--- config.mk ---
export PLATFORM = sky130hd
export DESIGN_NAME = layer0_input_encoder
export DESIGN_NICKNAME = d
export VERILOG_FILES = /design/src/rtl/layer0_enc_pkg.sv /design/src/rtl/layer0_feat_quant.sv /design/src/rtl/layer0_input_encoder.sv
export SDC_FILE = /design/constraint.sdc
export NUM_CORES = 1
export LEC_CHECK = 0
export ABC_AREA = 1
export CAP_MARGIN = 5
export CORE_ASPECT_RATIO = 1.4
export CORE_MARGIN = 5
export CORE_UTILIZATION = 55
export CTS_CLUSTER_SIZE = 28
export DETAILED_ROUTE_END_ITERATION = 7
export PLACE_DENSITY = 0.78
export SYNTH_ARGS = -nofsm -noshare
export SYNTH_HDL_FRONTEND = slang
export SYNTH_SLANG_ARGS = --single-unit
--- constraint.sdc ---
create_clock -name clk -period 3.25 [get_ports clk]
set_clock_uncertainty 0.15 [all_clocks]
set_input_delay 0.975 -clock clk [delete_from_list [all_inputs] [get_ports clk]]
set_output_delay 0.975 -clock clk [all_outputs]
set_load 0.05 [all_outputs]
--- src/rtl/layer0_enc_pkg.sv ---
// Shared constants for the layer-0 input encoder: code geometry, FSM state
// encodings and the reset value of each quantization threshold.
package layer0_enc_pkg;

  localparam int CODE_W = 2;
  localparam int N_THR  = 3;

  localparam logic [1:0] ST_COLLECT = 2'd0;
  localparam logic [1:0] ST_HOLD    = 2'd1;
  localparam logic [1:0] ST_DISCARD = 2'd2;

  // Thresholds split the unsigned sample range into quarters: (k+1)*2^(W-2).
  function automatic logic [31:0] rst_thr(input int feat_w, input int k);
    return 32'((k + 1) << (feat_w - 2));
  endfunction

endpackage

--- src/rtl/layer0_feat_quant.sv ---
// Combinational quantizer: code is the number of thresholds the sample meets
// or exceeds, so non-monotonic threshold sets still give a defined 0..3 code.
module layer0_feat_quant
  import layer0_enc_pkg::*;
#(
  parameter int FEAT_W = 8
) (
  input  logic [FEAT_W-1:0] sample_i,
  input  logic [FEAT_W-1:0] thr0_i,
  input  logic [FEAT_W-1:0] thr1_i,
  input  logic [FEAT_W-1:0] thr2_i,
  output logic [CODE_W-1:0] code_o
);

  always_comb begin
    code_o = CODE_W'(sample_i >= thr0_i)
           + CODE_W'(sample_i >= thr1_i)
           + CODE_W'(sample_i >= thr2_i);
  end

endmodule

--- src/rtl/layer0_input_encoder.sv ---
// Streaming sample quantizer that packs one frame of 2-bit codes into a vector
// for the layer-0 LUT fabric. Define LN_INPUT_STATS_EN for frame/error counters.
module layer0_input_encoder
  import layer0_enc_pkg::*;
#(
  parameter int N_FEAT = 16,
  parameter int FEAT_W = 8
) (
  input  logic                       clk,
  input  logic                       rst_n,
  input  logic                       s_valid,
  output logic                       s_ready,
  input  logic [FEAT_W-1:0]          s_data,
  input  logic                       s_last,
  output logic                       m_valid,
  input  logic                       m_ready,
  output logic [N_FEAT*CODE_W-1:0]   m_data,
  input  logic                       cfg_we,
  input  logic [$clog2(N_FEAT)-1:0]  cfg_feat,
  input  logic [1:0]                 cfg_sel,
  input  logic [FEAT_W-1:0]          cfg_data,
  output logic                       err_frame,
  output logic [15:0]                frame_cnt,
  output logic [15:0]                err_cnt
);

  localparam int IDX_W = $clog2(N_FEAT);
  localparam int VEC_W = N_FEAT * CODE_W;

  // Handshakes: a sample moves on a rising edge with s_valid && s_ready; a
  // vector moves with m_valid && m_ready, and m_data is held until then.
  logic [1:0]        state_q, state_d;
  logic [IDX_W-1:0]  idx_q, idx_d;
  logic [VEC_W-1:0]  shadow_q, shadow_d;
  logic [VEC_W-1:0]  m_data_q, m_data_d;
  logic              m_valid_q, m_valid_d;
  logic              err_q, err_d;
  logic [FEAT_W-1:0] thr_q [N_FEAT][N_THR];
  logic [CODE_W-1:0] code;
  logic              accept;
  logic              last_idx;
  logic              cfg_hit;

  assign s_ready   = (state_q != ST_HOLD);
  assign accept    = s_valid && s_ready;
  assign last_idx  = (idx_q == IDX_W'(N_FEAT - 1));
  assign m_valid   = m_valid_q;
  assign m_data    = m_data_q;
  assign err_frame = err_q;
  assign cfg_hit   = cfg_we && (cfg_sel != 2'd3) && (int'(cfg_feat) < N_FEAT);

  layer0_feat_quant #(.FEAT_W(FEAT_W)) u_quant (
    .sample_i (s_data),
    .thr0_i   (thr_q[idx_q][0]),
    .thr1_i   (thr_q[idx_q][1]),
    .thr2_i   (thr_q[idx_q][2]),
    .code_o   (code)
  );

  // The quantizer sees the pre-edge threshold, so a same-edge write only
  // affects later samples.
  always_ff @(posedge clk or negedge rst_n) begin
    if (!rst_n) begin
      for (int f = 0; f < N_FEAT; f++) begin
        for (int k = 0; k < N_THR; k++) begin
          thr_q[f][k] <= FEAT_W'(rst_thr(FEAT_W, k));
        end
      end
    end else if (cfg_hit) begin
      thr_q[cfg_feat][cfg_sel] <= cfg_data;
    end
  end

  always_comb begin
    state_d   = state_q;
    idx_d     = idx_q;
    shadow_d  = shadow_q;
    m_data_d  = m_data_q;
    m_valid_d = m_valid_q;
    err_d     = 1'b0;
    case (state_q)
      ST_COLLECT: begin
        if (accept) begin
          shadow_d[int'(idx_q) * CODE_W +: CODE_W] = code;
          if (!last_idx) begin
            if (s_last) begin
              err_d = 1'b1;
              idx_d = '0;
            end else begin
              idx_d = idx_q + IDX_W'(1);
            end
          end else if (s_last) begin
            m_data_d  = shadow_d;
            m_valid_d = 1'b1;
            idx_d     = '0;
            state_d   = ST_HOLD;
          end else begin
            err_d   = 1'b1;
            idx_d   = '0;
            state_d = ST_DISCARD;
          end
        end
      end
      ST_HOLD: begin
        if (m_ready) begin
          m_valid_d = 1'b0;
          state_d   = ST_COLLECT;
        end
      end
      ST_DISCARD: begin
        if (accept && s_last) begin
          idx_d   = '0;
          state_d = ST_COLLECT;
        end
      end
      default: begin
        idx_d   = '0;
        state_d = ST_COLLECT;
      end
    endcase
  end

  always_ff @(posedge clk or negedge rst_n) begin
    if (!rst_n) begin
      state_q   <= ST_COLLECT;
      idx_q     <= '0;
      shadow_q  <= '0;
      m_data_q  <= '0;
      m_valid_q <= 1'b0;
      err_q     <= 1'b0;
    end else begin
      state_q   <= state_d;
      idx_q     <= idx_d;
      shadow_q  <= shadow_d;
      m_data_q  <= m_data_d;
      m_valid_q <= m_valid_d;
      err_q     <= err_d;
    end
  end

`ifdef LN_INPUT_STATS_EN
  logic [15:0] frame_cnt_q;
  logic [15:0] err_cnt_q;

  always_ff @(posedge clk or negedge rst_n) begin
    if (!rst_n) begin
      frame_cnt_q <= '0;
      err_cnt_q   <= '0;
    end else begin
      if (m_valid_q && m_ready) frame_cnt_q <= frame_cnt_q + 16'd1;
      if (err_q)                err_cnt_q   <= err_cnt_q + 16'd1;
    end
  end

  assign frame_cnt = frame_cnt_q;
  assign err_cnt   = err_cnt_q;
`else
  assign frame_cnt = '0;
  assign err_cnt   = '0;
`endif

endmodule
==> reports/metrics.yaml <==
share_comb_of_total_power_pct: 38.9
max-clock-path-buffers: 3
library_cell_contributing_the_largest_single_delay_on_the_critical_path: "sky130_fd_sc_hd__fa_2"
finalNonFillerCells: 3352
layout_setup_ws_ps: -706
total_setup_violations_reported_at_the_end_of_the_flow: 64
dominantRegCellSynth: "sky130_fd_sc_hd__dfrtp_1"
max_slew.worst_pin.slew_ps: 671
die_width_um: 178
mappedNetlistArea_um2: 21700
grt_setup_unrepaired: "true"
initial_utilization_pct: 55.3
period_share_pct: 122
detail_route.wirelength_um: 65000
worstSetupPathType: "flop to flop"
run_status: "finished, violations left"
critical-path-max-stage-delay_ps: 650
drt_pass1_iterations: 6
initial_antenna_violation_count: 0
period_needed_ps: 3960
worstReg2RegStart: "idx_q[0]$_DFFE_PN0P_"
synth.avg_cell_area_um2: 8.11
synthesis.yosys.warnings: 0
floorplan.die_area_um2: 43500
totalNegativeSetupSlack_ps: -37230
worst_hold_path_type: "input pin to async pin"
ctsRootBufferMaster: "sky130_fd_sc_hd__clkbuf_16"
worst-r2r-setup-slack_ps: -710
nNetsFinal: 2843
antenna-diode-count: 0
synthAdderAreaFrac_pct: 1.65
area_delta_synth_final_pct: 21.9
powerDensity_nw_per_um2: 755
multi_input_area_um2: 9400
synth-xor-area-share_pct: 0.116
chipHeight_um: 245
first_global_vias: 19133
largest_family_of_logic_cells_by_synthesized_area: "simple AND/OR/NAND/NOR gates"
static-leakage-power_nw: 11.9
cp_cell_instances: "buf_12 -> clkinv_16 -> buf_12 -> clkbuf_16 -> nand2_1 -> nand3_1 -> nand3_1 -> nor2_2 -> a31oi_1 -> ha_1 -> nand2_1 -> buf_4 -> nor3_1 -> nor2_2 -> fa_2 -> inv_2 -> nand4_1 -> nand4_1 -> nand3_1 -> nand2_1"
muxShareOfSynthArea_pct: 0
hpwl_um: 40300
ys_ff_latch: 456
floorplan.core_area_um2: 39200
final.fill_count: 3046
pre_cts_slack_ps: -713
hold_viol: 0
cap_violations: 0
globalRouteTotalUtil_pct: 29.2
synth_simple_gate_area_share_pct: 24.1
critical_path.startpoint: "idx_q[0]$_DFFE_PN0P_"
critPathBufInv: 6
worst_ep_arrival_time_ps: 4260
num_rows: 86
tritoncts: "done"
grt_pass1_wl_um: 102000
overflow: 0
placed_cells: 3242
netlist_instances: 2669
worstPathMaxFanout: 8
wl_per_cell_um: 19.4
clock_sinks: 456
num_io_pins: 95
synth.yosys.seq_area_share_pct: 53.1
seq_area_um2: 11500
cts_hold_buffers: 0
grt_start_max_net_pins: 97
violations: "negative setup slack"
p_sw_share_pct: 36.7
critical_path_rt_ps: 3550
clkLatencyLatePin_ps: 590
finalWeightedCongestion: 0.921
power.net_switching_mw: 7.31
htree_levels: 2
detail_route.drc_violations: 0
cell_internal_pwr_mw: 12.6
synth-edff-count: 0
maximum_clock_rate_mhz: 253
drt.antenna.violating_nets: 0
vias: 19613
clkTransAtPathRegs_ps: 70
post_drt_via_cell_ratio: 5.85
ys_async_sr_fraction_pct: 100
port-buffer-count: 62
synth_compound_area_share_pct: 13.9
post_synth_cell_types: 39
cts_buffers: 45
startpoint_type: "flop"
drt_iter0_drc: 2205
power.total_mw: 19.9
reg_power_share_pct: 34.6
worst_slew_margin_rel_pct: 55.0
ratio_of_cells_with_drive_above_1_in_the_final_layout_pct: 17.0
setup.worst_path.end_class: "flop"
finalMaxSlewViolations: 0
clockPowerShare_pct: 26.5
ir_worst_vdd_v: 0.000648
timing.critical_path.max_delay_family: "simple AND/OR/NAND/NOR gates"
-- power groups by stage --
stage / clock network, mW / logic (mW) / registers [mW]
final: 5.29 / 7.75 / 6.89
after global routing: 5.56 / 8.29 / 6.96
after CTS: 5.32 / 6.72 / 6.86
after detailed placement: 0 / 5.88 / 6.97
after global placement: 0 / 5.75 / 6.94
after floorplan: 0 / 3.59 / 6.86
-- area by class of cell --
class | instances | area share (%)
multi-input cells | 1896 | 35.6
repair buffers | 252 | 10.6
clock buffers | 59 | 4.69
flip-flops and latches | 456 | 43.6
clock inverters | 25 | 0.939
well taps | 528 | 2.50
inverters | 136 | 2.03
-- per-stage QoR --
step	util, %	instance area (µm²)	hold WS (ps)
floorplan	-	21900	298
global placement	60.3	23600	310
detailed placement	60.3	23600	316
CTS	65.6	25700	263
global route	67.4	26400	289
finish	67.4	26400	256
-- worst paths after layout --
kind,to,cells past startpoint
setup / recovery,shadow_q[4]$_DFFE_PN0P_,20
hold / removal,thr_q[201]$_DFFE_PN0P_,1
setup reg to reg,shadow_q[4]$_DFFE_PN0P_,20
hold reg to reg,m_data[17]$_DFFE_PN0P_,2
max in group asynchronous,thr_q[94]$_DFFE_PN1P_,2
min in group clk,m_data[17]$_DFFE_PN0P_,2
-- flip-flops by register name, indices dropped and copies added, names as in the netlist --
signal and flops:
thr_q 384, m_data 32, shadow_q 32, idx_q 4
state_q 2, err_frame 1, m_valid 1
-- Yosys cell counts (18+ instances only) --
library cell	instances	area (µm²)
sky130_fd_sc_hd__nand2_1	907	3400
sky130_fd_sc_hd__o21ai_0	438	2190
sky130_fd_sc_hd__dfrtp_1	392	9810
sky130_fd_sc_hd__nand3_1	229	1150
sky130_fd_sc_hd__inv_1	125	469
sky130_fd_sc_hd__clkbuf_1	88	330
sky130_fd_sc_hd__buf_2	77	385
sky130_fd_sc_hd__a21oi_1	67	335
sky130_fd_sc_hd__dfstp_2	64	1680
sky130_fd_sc_hd__nor2_1	60	225
sky130_fd_sc_hd__buf_4	37	278
sky130_fd_sc_hd__a31oi_1	27	169
sky130_fd_sc_hd__ha_1	27	338
sky130_fd_sc_hd__and3_1	20	125
sky130_fd_sc_hd__o211ai_1	19	143
sky130_fd_sc_hd__nand4_1	18	113
-- layer usage --
layer | track usage, % | vias up | routed length [µm] | share of wire, %
met5 | 0 | - | 0 | 0
met4 | 15.8 | 0 | 3900 | 6.0
met3 | 4.11 | 221 | 4800 | 7.4
met2 | 48.6 | 1026 | 32000 | 49
met1 | 36.7 | 9418 | 24300 | 37
li1 | - | 8948 | - | -
-- kinds of logic (layout without fill, tap and decap cells) --
kind of cell | after synthesis | after routing
XOR/XNOR | 2 | 2
buffers and inverters | 348 | 472
adder cells (fa/ha/maj) | 28 | 28
other | 1 | 32
AND/OR/NAND/NOR | 1259 | 1259
AO/OA/AOI/OAI | 575 | 575
flip-flops | 456 | 456
-- what timing repair did --
action                                  in CTS  in global routing
pin swaps                                   61                 74
endpoints found under the setup margin      64                 64
buffers inserted                             6                  9
cloned                                       9                  7
resized for setup                           74                 99
-- cell usage in the layout (no fill, tap or decap), types with 13 or more instances in the layout --
master and n:
sky130_fd_sc_hd__nor2_2 19, sky130_fd_sc_hd__nand4_1 18, sky130_fd_sc_hd__o21ai_1 20, sky130_fd_sc_hd__buf_12 29, sky130_fd_sc_hd__a31oi_1 15, sky130_fd_sc_hd__clkdlybuf4s50_1 61, sky130_fd_sc_hd__dfrtp_1 391, sky130_fd_sc_hd__conb_1 32
sky130_fd_sc_hd__nand2_1 901, sky130_fd_sc_hd__o21ai_0 423, sky130_fd_sc_hd__and3_1 13, sky130_fd_sc_hd__nand3_1 186, sky130_fd_sc_hd__a21oi_1 58, sky130_fd_sc_hd__ha_1 20, sky130_fd_sc_hd__nor2_1 42, sky130_fd_sc_hd__dfstp_2 64
sky130_fd_sc_hd__o211ai_1 19, sky130_fd_sc_hd__buf_4 131, sky130_fd_sc_hd__nand3_2 46, sky130_fd_sc_hd__clkbuf_16 51, sky130_fd_sc_hd__inv_1 123
(Power assumes the default switching activity.)
